File: config.mk
export PLATFORM = sky130hd
export DESIGN_NAME = broadcast_prefetch_unit
export DESIGN_NICKNAME = d
export VERILOG_FILES = /design/src/rtl/broadcast_prefetch_unit_pkg.sv /design/src/rtl/broadcast_prefetch_unit_inflight_pipe.sv /design/src/rtl/broadcast_prefetch_unit.sv
export SDC_FILE = /design/constraint.sdc
export NUM_CORES = 1
export LEC_CHECK = 0
export ABC_AREA = 1
export CAP_MARGIN = 20
export CORE_MARGIN = 4
export CORE_UTILIZATION = 50
export DETAILED_ROUTE_END_ITERATION = 6
export GPL_ROUTABILITY_DRIVEN = 0
export PLACE_DENSITY_LB_ADDON = 0.05
export SLEW_MARGIN = 15
export SYNTH_ARGS = -nofsm -noshare
export SYNTH_HDL_FRONTEND = slang
export SYNTH_SLANG_ARGS = --single-unit
File: constraint.sdc
create_clock -name clk -period 3.8 [get_ports clk]
set_input_delay 1.14 -clock clk [delete_from_list [all_inputs] [get_ports clk]]
set_output_delay 1.14 -clock clk [all_outputs]
set_load 0.1 [all_outputs]
File: src/rtl/broadcast_prefetch_unit_pkg.sv
// Shared types and constants for the broadcast prefetch unit and its in-flight pipe.
package broadcast_prefetch_unit_pkg;

    localparam int INT8_SIZE      = 8;
    localparam int INT32_SIZE     = 32;
    localparam int MAX_ADDR_WIDTH = 32;
    localparam int BPF_WORD_BYTES = 8;

    typedef enum logic [2:0] {
        IDLE,
        CLR,
        ISSUE,
        DRAIN,
        DONE
    } bpf_state_t;

    // Number of 64-bit SRAM words needed to cover n bytes (ceil(n/8)).
    function automatic logic [INT32_SIZE-1:0] bpf_word_count(input logic [INT32_SIZE-1:0] n);
        return (n + 32'(BPF_WORD_BYTES - 1)) >> 3;
    endfunction

endpackage

File: src/rtl/broadcast_prefetch_unit_inflight_pipe.sv
// bpf_inflight_pipe: DEPTH-deep {valid, offset} shift register tracking outstanding SRAM reads.
module bpf_inflight_pipe #(
    parameter int DEPTH = 2,
    parameter int OFF_W = 32
) (
    input  logic             clk,
    input  logic             rst,
    input  logic             clr,
    input  logic             in_valid,
    input  logic [OFF_W-1:0] in_offset,
    output logic             head_valid,
    output logic [OFF_W-1:0] head_offset,
    output logic             pending
);

    logic [DEPTH-1:0] valid_q;
    logic [DEPTH-1:0] valid_d;
    logic [OFF_W-1:0] offset_q [DEPTH];
    logic [OFF_W-1:0] offset_d [DEPTH];

    always_comb begin
        valid_d[0]  = in_valid;
        offset_d[0] = in_offset;
        for (int k = 1; k < DEPTH; k++) begin
            valid_d[k]  = valid_q[k-1];
            offset_d[k] = offset_q[k-1];
        end
        if (clr) begin
            valid_d = '0;
            for (int k = 0; k < DEPTH; k++) begin
                offset_d[k] = '0;
            end
        end
    end

    // Entries still in flight after the head leaves this cycle.
    always_comb begin
        pending = 1'b0;
        for (int k = 0; k < DEPTH - 1; k++) begin
            pending = pending | valid_q[k];
        end
    end

    always_ff @(posedge clk) begin
        if (rst) begin
            valid_q <= '0;
            for (int k = 0; k < DEPTH; k++) begin
                offset_q[k] <= '0;
            end
        end else begin
            valid_q <= valid_d;
            for (int k = 0; k < DEPTH; k++) begin
                offset_q[k] <= offset_d[k];
            end
        end
    end

    assign head_valid  = valid_q[DEPTH-1];
    assign head_offset = offset_q[DEPTH-1];

endmodule

File: src/rtl/broadcast_prefetch_unit.sv
// broadcast_prefetch_unit: clears the broadcast cache and streams ceil(N/8) SRAM words into it.
// Optional macro BCAST_PF_TAIL_MASK_EN zeroes the bytes past N in the final word.
module broadcast_prefetch_unit
    import broadcast_prefetch_unit_pkg::*;
#(
    parameter int SRAM_RD_LAT = 2,
    parameter int CACHE_BYTES = 512
) (
    input  logic                      clk,
    input  logic                      rst,
    input  logic                      start_i,
    input  logic [MAX_ADDR_WIDTH-1:0] base_addr_i,
    input  logic [INT32_SIZE-1:0]     num_elem_i,
    output logic                      sram_rd_en_o,
    output logic [MAX_ADDR_WIDTH-1:0] sram_addr_o,
    input  logic [8*INT8_SIZE-1:0]    sram_rdata_i,
    output logic                      bc_init_o,
    output logic                      bc_valid_o,
    output logic [MAX_ADDR_WIDTH-1:0] bc_addr_o,
    output logic [8*INT8_SIZE-1:0]    bc_data_o,
    output logic [INT32_SIZE-1:0]     bc_num_elem_o,
    output logic                      busy_o,
    output logic                      ready_o,
    output logic                      err_o
);

    bpf_state_t                state_q, state_d;
    logic [MAX_ADDR_WIDTH-1:0] base_q, base_d;
    logic [INT32_SIZE-1:0]     num_q, num_d;
    logic [INT32_SIZE-1:0]     words_q, words_d;
    logic [INT32_SIZE-1:0]     idx_q, idx_d;
    logic                      rd_en_q, rd_en_d;
    logic [MAX_ADDR_WIDTH-1:0] addr_q, addr_d;
    logic                      init_q, init_d;
    logic                      busy_q, busy_d;
    logic                      ready_q, ready_d;
    logic                      err_q, err_d;

    logic                      start_accept;
    logic                      num_illegal;
    logic                      head_valid;
    logic [MAX_ADDR_WIDTH-1:0] head_offset;
    logic                      pending;
    logic [8*INT8_SIZE-1:0]    tail_mask;

    assign start_accept = (state_q == IDLE) && start_i;
    assign num_illegal  = (num_elem_i == '0) || (num_elem_i > 32'(CACHE_BYTES));

    always_comb begin
        state_d = state_q;
        base_d  = base_q;
        num_d   = num_q;
        words_d = words_q;
        idx_d   = idx_q;
        rd_en_d = 1'b0;
        addr_d  = '0;
        init_d  = 1'b0;
        busy_d  = busy_q;
        ready_d = ready_q;
        err_d   = err_q;
        case (state_q)
            IDLE: begin
                if (start_i) begin
                    base_d  = base_addr_i;
                    num_d   = num_elem_i;
                    words_d = bpf_word_count(num_elem_i);
                    busy_d  = 1'b1;
                    ready_d = 1'b0;
                    err_d   = num_illegal;
                    if (num_illegal) begin
                        state_d = DONE;
                    end else begin
                        state_d = CLR;
                        init_d  = 1'b1;
                    end
                end
            end
            CLR: begin
                state_d = ISSUE;
                idx_d   = '0;
                rd_en_d = 1'b1;
                addr_d  = base_q;
            end
            ISSUE: begin
                // idx_q is the word whose strobe is on the port this cycle.
                if (idx_q == words_q - 32'd1) begin
                    state_d = DRAIN;
                end else begin
                    idx_d   = idx_q + 32'd1;
                    rd_en_d = 1'b1;
                    addr_d  = base_q + idx_q + 32'd1;
                end
            end
            DRAIN: begin
                if (!pending) begin
                    state_d = DONE;
                end
            end
            DONE: begin
                state_d = IDLE;
                busy_d  = 1'b0;
                ready_d = !err_q;
            end
            default: state_d = IDLE;
        endcase
    end

    always_ff @(posedge clk) begin
        if (rst) begin
            state_q <= IDLE;
            base_q  <= '0;
            num_q   <= '0;
            words_q <= '0;
            idx_q   <= '0;
            rd_en_q <= 1'b0;
            addr_q  <= '0;
            init_q  <= 1'b0;
            busy_q  <= 1'b0;
            ready_q <= 1'b0;
            err_q   <= 1'b0;
        end else begin
            state_q <= state_d;
            base_q  <= base_d;
            num_q   <= num_d;
            words_q <= words_d;
            idx_q   <= idx_d;
            rd_en_q <= rd_en_d;
            addr_q  <= addr_d;
            init_q  <= init_d;
            busy_q  <= busy_d;
            ready_q <= ready_d;
            err_q   <= err_d;
        end
    end

    // Pipe is fed from the registered strobe, so its head lines up with the returning SRAM data.
    bpf_inflight_pipe #(
        .DEPTH (SRAM_RD_LAT),
        .OFF_W (MAX_ADDR_WIDTH)
    ) u_pipe (
        .clk         (clk),
        .rst         (rst),
        .clr         (start_accept),
        .in_valid    (rd_en_q),
        .in_offset   ({idx_q[MAX_ADDR_WIDTH-4:0], 3'b000}),
        .head_valid  (head_valid),
        .head_offset (head_offset),
        .pending     (pending)
    );

`ifdef BCAST_PF_TAIL_MASK_EN
    always_comb begin
        tail_mask = '1;
        if ((num_q[2:0] != 3'd0) &&
            (head_offset[MAX_ADDR_WIDTH-1:3] == words_q[MAX_ADDR_WIDTH-4:0] - 29'd1)) begin
            for (int k = 0; k < BPF_WORD_BYTES; k++) begin
                if (3'(k) >= num_q[2:0]) begin
                    tail_mask[8*k +: 8] = 8'h00;
                end
            end
        end
    end
`else
    assign tail_mask = '1;
`endif

    assign sram_rd_en_o  = rd_en_q;
    assign sram_addr_o   = addr_q;
    assign bc_init_o     = init_q;
    assign bc_valid_o    = head_valid;
    assign bc_addr_o     = head_valid ? head_offset : '0;
    assign bc_data_o     = head_valid ? (sram_rdata_i & tail_mask) : '0;
    assign bc_num_elem_o = num_q;
    assign busy_o        = busy_q | start_accept;
    assign ready_o       = ready_q;
    assign err_o         = err_q;

endmodule

Word level (Yosys, flattened, before mapping)
Memory sizes are Yosys's and may differ from the RTL's.
Cells that the tools add are included.
{ "totals": {"input_bits": 131, "memories": 1, "regBits": 167, "ram_bits": 64} }
{ "op_classes": {"reduce_logical": 13, "bitwise_logic": 5, "order_cmp": 1, "n_addsub": 5, "muxes": 24, "n_eq_ne": 9} }
{ "mem_list": {"columns": ["name", "words", "width", "rd", "rd_ports_with_merged_regs", "wr", "line_no", "text"], "rows": [
  ["u_pipe.offset_q", 2, 32, 2, 0, 2, "broadcast_prefetch_unit_inflight_pipe.sv:18", "logic [OFF_W-1:0] offset_q [DEPTH];"]
]} }
{ "ops": {"columns": ["operator", "n"], "rows": [
  ["32-bit 2-to-1 mux", 5],
  ["64-bit 2-to-1 mux", 2],
  ["32-bit case mux with 2 select lines", 2],
  ["32-bit by 1-bit adder with 32-bit output, second input constant", 2],
  ["32-bit by 3-bit adder with 32-bit output, second input constant", 1],
  ["32-bit adder", 1],
  ["32-bit equality test", 1],
  ["32-bit by 10-bit > comparator with 1-bit output, second input constant", 1],
  ["32-bit zero test", 1],
  ["29-bit by 1-bit subtractor with 30-bit output, second input constant", 1],
  ["3-bit 2-to-1 mux", 4],
  ["3-bit case mux with 4 select lines", 1],
  ["2-bit != test, second input constant", 4],
  ["1-bit 2-to-1 mux", 7],
  ["3-bit by 2-bit equality test with 1-bit output, second input constant", 2],
  ["1-bit case mux with 2 select lines", 3],
  ["2-bit AND reduction", 3],
  ["2-bit nonzero test", 2],
  ["3-bit by 1-bit equality test with 1-bit output, second input constant", 1],
  ["3-bit equality test, second input constant", 1],
  ["3-bit zero test", 1],
  ["1-bit bitwise OR", 3],
  ["3-bit AND reduction", 1],
  ["3-bit OR reduction", 1],
  ["5 further kinds", 6]
]} }

Depth between registers and ports, before layout
{ "depth": {"ltp_word": 5, "ltp_mapped": 19, "mapped_depth_nobuf": 19} }

Hierarchy
From an unflattened synthesis, not the netlist that was laid out.
{ "unflattened": {"hier_cells": 2075, "hier_area_um2": 13795.7} }
{ "modules_own_cells": {"columns": ["module", "instances", "cells_each", "seq_area_each_um2", "area_per_inst_um2"], "rows": [
  ["broadcast_prefetch_unit", 1, 1835, 3303.2, 11314.6],
  ["bpf_inflight_pipe", 1, 240, 1321.3, 2481.1]
]} }

Least setup slack after synthesis
OpenSTA, ideal clock, no wires.
{ "synth_timing": {"kind": "reg2out", "from": "reg u_pipe.valid_q[1]", "to": "out bc_addr_o[24]", "n_path_buf": 2, "path_slack_ns": 0.423, "arrival_time_ns": 2.237, "required_time_ns": 2.660, "path_stages_with_launch": 5, "cell_sequence": "dfxtp_1 -> clkbuf_1 -> clkbuf_1 -> nand2_1 -> inv_1"} }
{ "synth_between": {"elab_chain_len": 1} }
{ "synth_lines": {"columns": ["item", "line_no", "text"], "rows": [
  ["start: declaration", "broadcast_prefetch_unit_inflight_pipe.sv:16", "logic [DEPTH-1:0] valid_q;"],
  ["start signal: assignment", "broadcast_prefetch_unit_inflight_pipe.sv:51", "valid_q <= valid_d;"],
  ["32-bit 2-to-1 mux", "broadcast_prefetch_unit.sv:171", "assign bc_addr_o = head_valid ? head_offset : '0;"],
  ["end: declaration", "broadcast_prefetch_unit.sv:19", "output logic [MAX_ADDR_WIDTH-1:0] bc_addr_o,"]
]} }
No other way between the ends.

Worst setup path in the final report
{ "layout_timing": {"from": "in start_i", "to": "out busy_o"} }
{ "layout_between": {"elab_chain_len": 2} }
{ "layout_lines": {"columns": ["item", "line_no", "text"], "rows": [
  ["start: declaration", "broadcast_prefetch_unit.sv:11", "input logic start_i,"],
  ["1-bit logical AND", "broadcast_prefetch_unit.sv:46", "assign start_accept = (state_q == IDLE) && start_i;"],
  ["1-bit bitwise OR", "broadcast_prefetch_unit.sv:174", "assign busy_o = busy_q | start_accept;"],
  ["end: declaration", "broadcast_prefetch_unit.sv:22", "output logic busy_o,"]
]} }
No other way between the ends.

==> metrics.yaml <==
stdcell_count: 2448
grt_pass1_wl_mm: 61.88
synth_warnings: 0
dp_cells: 2407
hold_slack_ns: 0.4060
fin_area_sq_mm: 0.01679
nets: 2275
tightest_slew_ns: 0.7749
p_leak_uw: 0.007628
via_count: 12843
ys_ff_latch: 225
period_minus_slack_ns: 3.336
slowest_stage: "clkdlybuf4s50_1"
post-route-drc-count: 0
netSwitchingFraction_pct: 43.05
syn_area_sq_mm: 0.01244
ctsHoldBuffers: 0
end_kind: "output port"
holdPathStages: 2
syn_avg_cell_area_sq_um: 6.742
crit_family: "buffers and inverters"
yosysSeqAreaShare_pct: 36.21
grt_usage_pct: 26.61
max_freq_mhz: 299.7
ctsLongestPathBuffers: 3
layout-drive-gt1-share_pct: 11.53
intPower_uw: 5222
rsz0062_at_grt: "false"
synth.area.top_cells: "dfxtp_1 36%, nand2_1 14%, inv_1 8.1%"
worstHoldPathType: "reg2reg"
antenna_found_initial: 0
port_buffers: 293
ant_nets: 0
reg2reg_depth: 13
clockRootBuffer: "clkbuf_16"
n_fill_cell: 2126
vdd_drop_max_mv: 0.8574
finalMaxSlewViolations: 0
drt_iter0_drc: 1239
status: "finished, final reports clean"
syn_inst: 1845
p_comb_share_pct: 41.7
vias_per_cell: 5.246
post_cts_buffers: 0
clk_pin_slew_ns: 0.06
dp_hpwl_mm: 29.33
final.setup_skew_ns: 0.01815
relSlewSlack_pct: 48.34
wirelength_mm: 38.61
rows: 57
h-tree-depth: 1
synth_top_area_share_pct: 36.21
setup_ws_ns: 0.4636
maxCapViolations: 0
path_max_fanout: 5
clock_latency_ns: 0.53
power.density_mw_per_mm2: 546.3
grt_pass1_vias: 11871
place_ws_ns: 0.2248
crit_top_cell: "inv_1"
clock_sinks: 225
finalHoldViolCount: 0
drt-wirelength-per-cell_um: 15.77
num_antenna_cells: 0
dr.pass1.iters: 5
regArea_sq_mm: 0.004506
layout_common_cells: "468 x nand2_1, 269 x inv_1, 224 x dfxtp_1"
cts_resized: 0
final_common_cell: "nand2_1"
critPathMaxStageDelay_ns: 0.46
path_class: "in2out"
setup-violations-final: 0
cts_tree: "yes"
cp.buffers_inverters: 4
area_delta_synth_final_pct: 34.95
multi_input_area_sq_mm: 0.006580
setup_tns_ns: 0
switchingPower_uw: 3948
crit_chain: "clkdlybuf4s50_1 -> inv_1 -> nor2_1 -> inv_1 -> nand2_1 -> buf_12"
async_flop_share_pct: 0
die_area_sq_mm: 0.02747
die_y_um: 165.7
grt_max_degree: 78
gr-total-overflow: 0
cp.required_ns: 2.66
pwr-share-seq_pct: 32.0
start_util_pct: 51.00
cts_buffers: 24
crit_cells: 6
dpl-instance-area_sq_mm: 0.01597
die_w_um: 165.7
fin_crit_sh_pct: 87.80
worstPathArrival_ns: 2.20
startpoint_type: "input port"
synth_edf_count: 0
fp.coreArea_sq_mm: 0.02439
ys_types: 54
ys.flop_type: "dfxtp_1"
p_clk_share_pct: 26.3
io_pins: 297
post-synth-top-area-cell: "dfxtp_1"
-- final timing paths --
kind / to / start / slack, ns
setup / recovery: busy_o / start_i / 0.46
hold / removal: u_pipe.offset_q[0][56] / u_pipe.offset_q[0][24] / 0.41
setup reg to reg: sram_addr_o[22] / idx_q[0] / 0.57
hold reg to reg: u_pipe.offset_q[0][56] / u_pipe.offset_q[0][24] / 0.41
-- cell usage after synthesis, types with 4 or more instances --
library cell and n:
a21oi_1 113, a22o_1 34, buf_1 6, buf_6 5
clkbuf_1 50, dfxtp_1 225, ha_1 33, inv_1 270
nand2_1 469, nand2_2 4, nand3_1 107, nand3b_1 5
nand4_1 29, nor2_1 219, nor2_2 9, nor3_1 37
nor4_1 18, o211ai_1 5, o21ai_0 57, o21ai_1 5
o21bai_1 6, o221ai_1 12, xnor2_1 17, xor2_1 59
-- logic make-up (layout without fill, tap and decap cells) --
logic type / count (synthesis) / count (layout) / share of synthesized area, %
other cells: 1 / 3 / 0.03015
buf+inv: 344 / 621 / 11.07
xor+xnor: 78 / 78 / 5.713
compound gates: 254 / 254 / 12.40
flops: 225 / 225 / 36.21
fa+ha+maj: 34 / 34 / 3.480
simple gates: 909 / 909 / 31.09
-- flip-flops by register name, indices dropped and copies added, names as in the netlist --
signal           flops
sram_rd_en_o         1
busy_q               1
state_q              3
idx_q               32
u_pipe.offset_q     58
words_q             29
bc_init_o            1
u_pipe.valid_q       2
base_q              32
ready_o              1
err_o                1
sram_addr_o         32
bc_num_elem_o       32
-- layout make-up --
class | count | share of cell area [%]
sequential | 225 | 26.84
tap | 324 | 2.415
inverter | 276 | 6.186
clock inverter | 8 | 0.6857
timing repair buffer | 305 | 20.62
clock buffer | 32 | 4.062
multi-input combinational | 1278 | 39.20
-- worst min-delay path: cells and delay by family, from the launching register on --
| family | cells | cell delay (ns) |
|---|---|---|
| buffers and inverters | 1 | 0.04 |
| and+or+nand+nor | 1 | 0.03 |
| DFF | 1 | 0.29 |
-- layer usage --
layer | GRT usage, % | vias up | share of wire (%)
met1 | 36.61 | 5761 | 43
met5 | 0 | - | 0
li1 | - | 6401 | -
met3 | 4.451 | 91 | 8.9
met2 | 43.34 | 590 | 45
met4 | 7.676 | 0 | 2.9
-- power by group through the flow --
stage	clock [uW]	combinational (uW)	sequential [uW]
detailed placement	0	3780	2980
floorplan	0	2130	3730
global placement	0	3730	2980
global route	2540	4150	2980
finish	2410	3830	2930
CTS	2440	3800	2930
-- metrics by stage --
step           power, uW  utilization (%)
2_1_floorplan       5868                -
3_3_place_gp        6707            65.48
3_5_place_dp        6758            65.48
4_1_cts             9173            68.74
5_1_grt             9658            68.83
6_report            9170            68.83
Note: power is estimated with default switching activity, not from simulation.
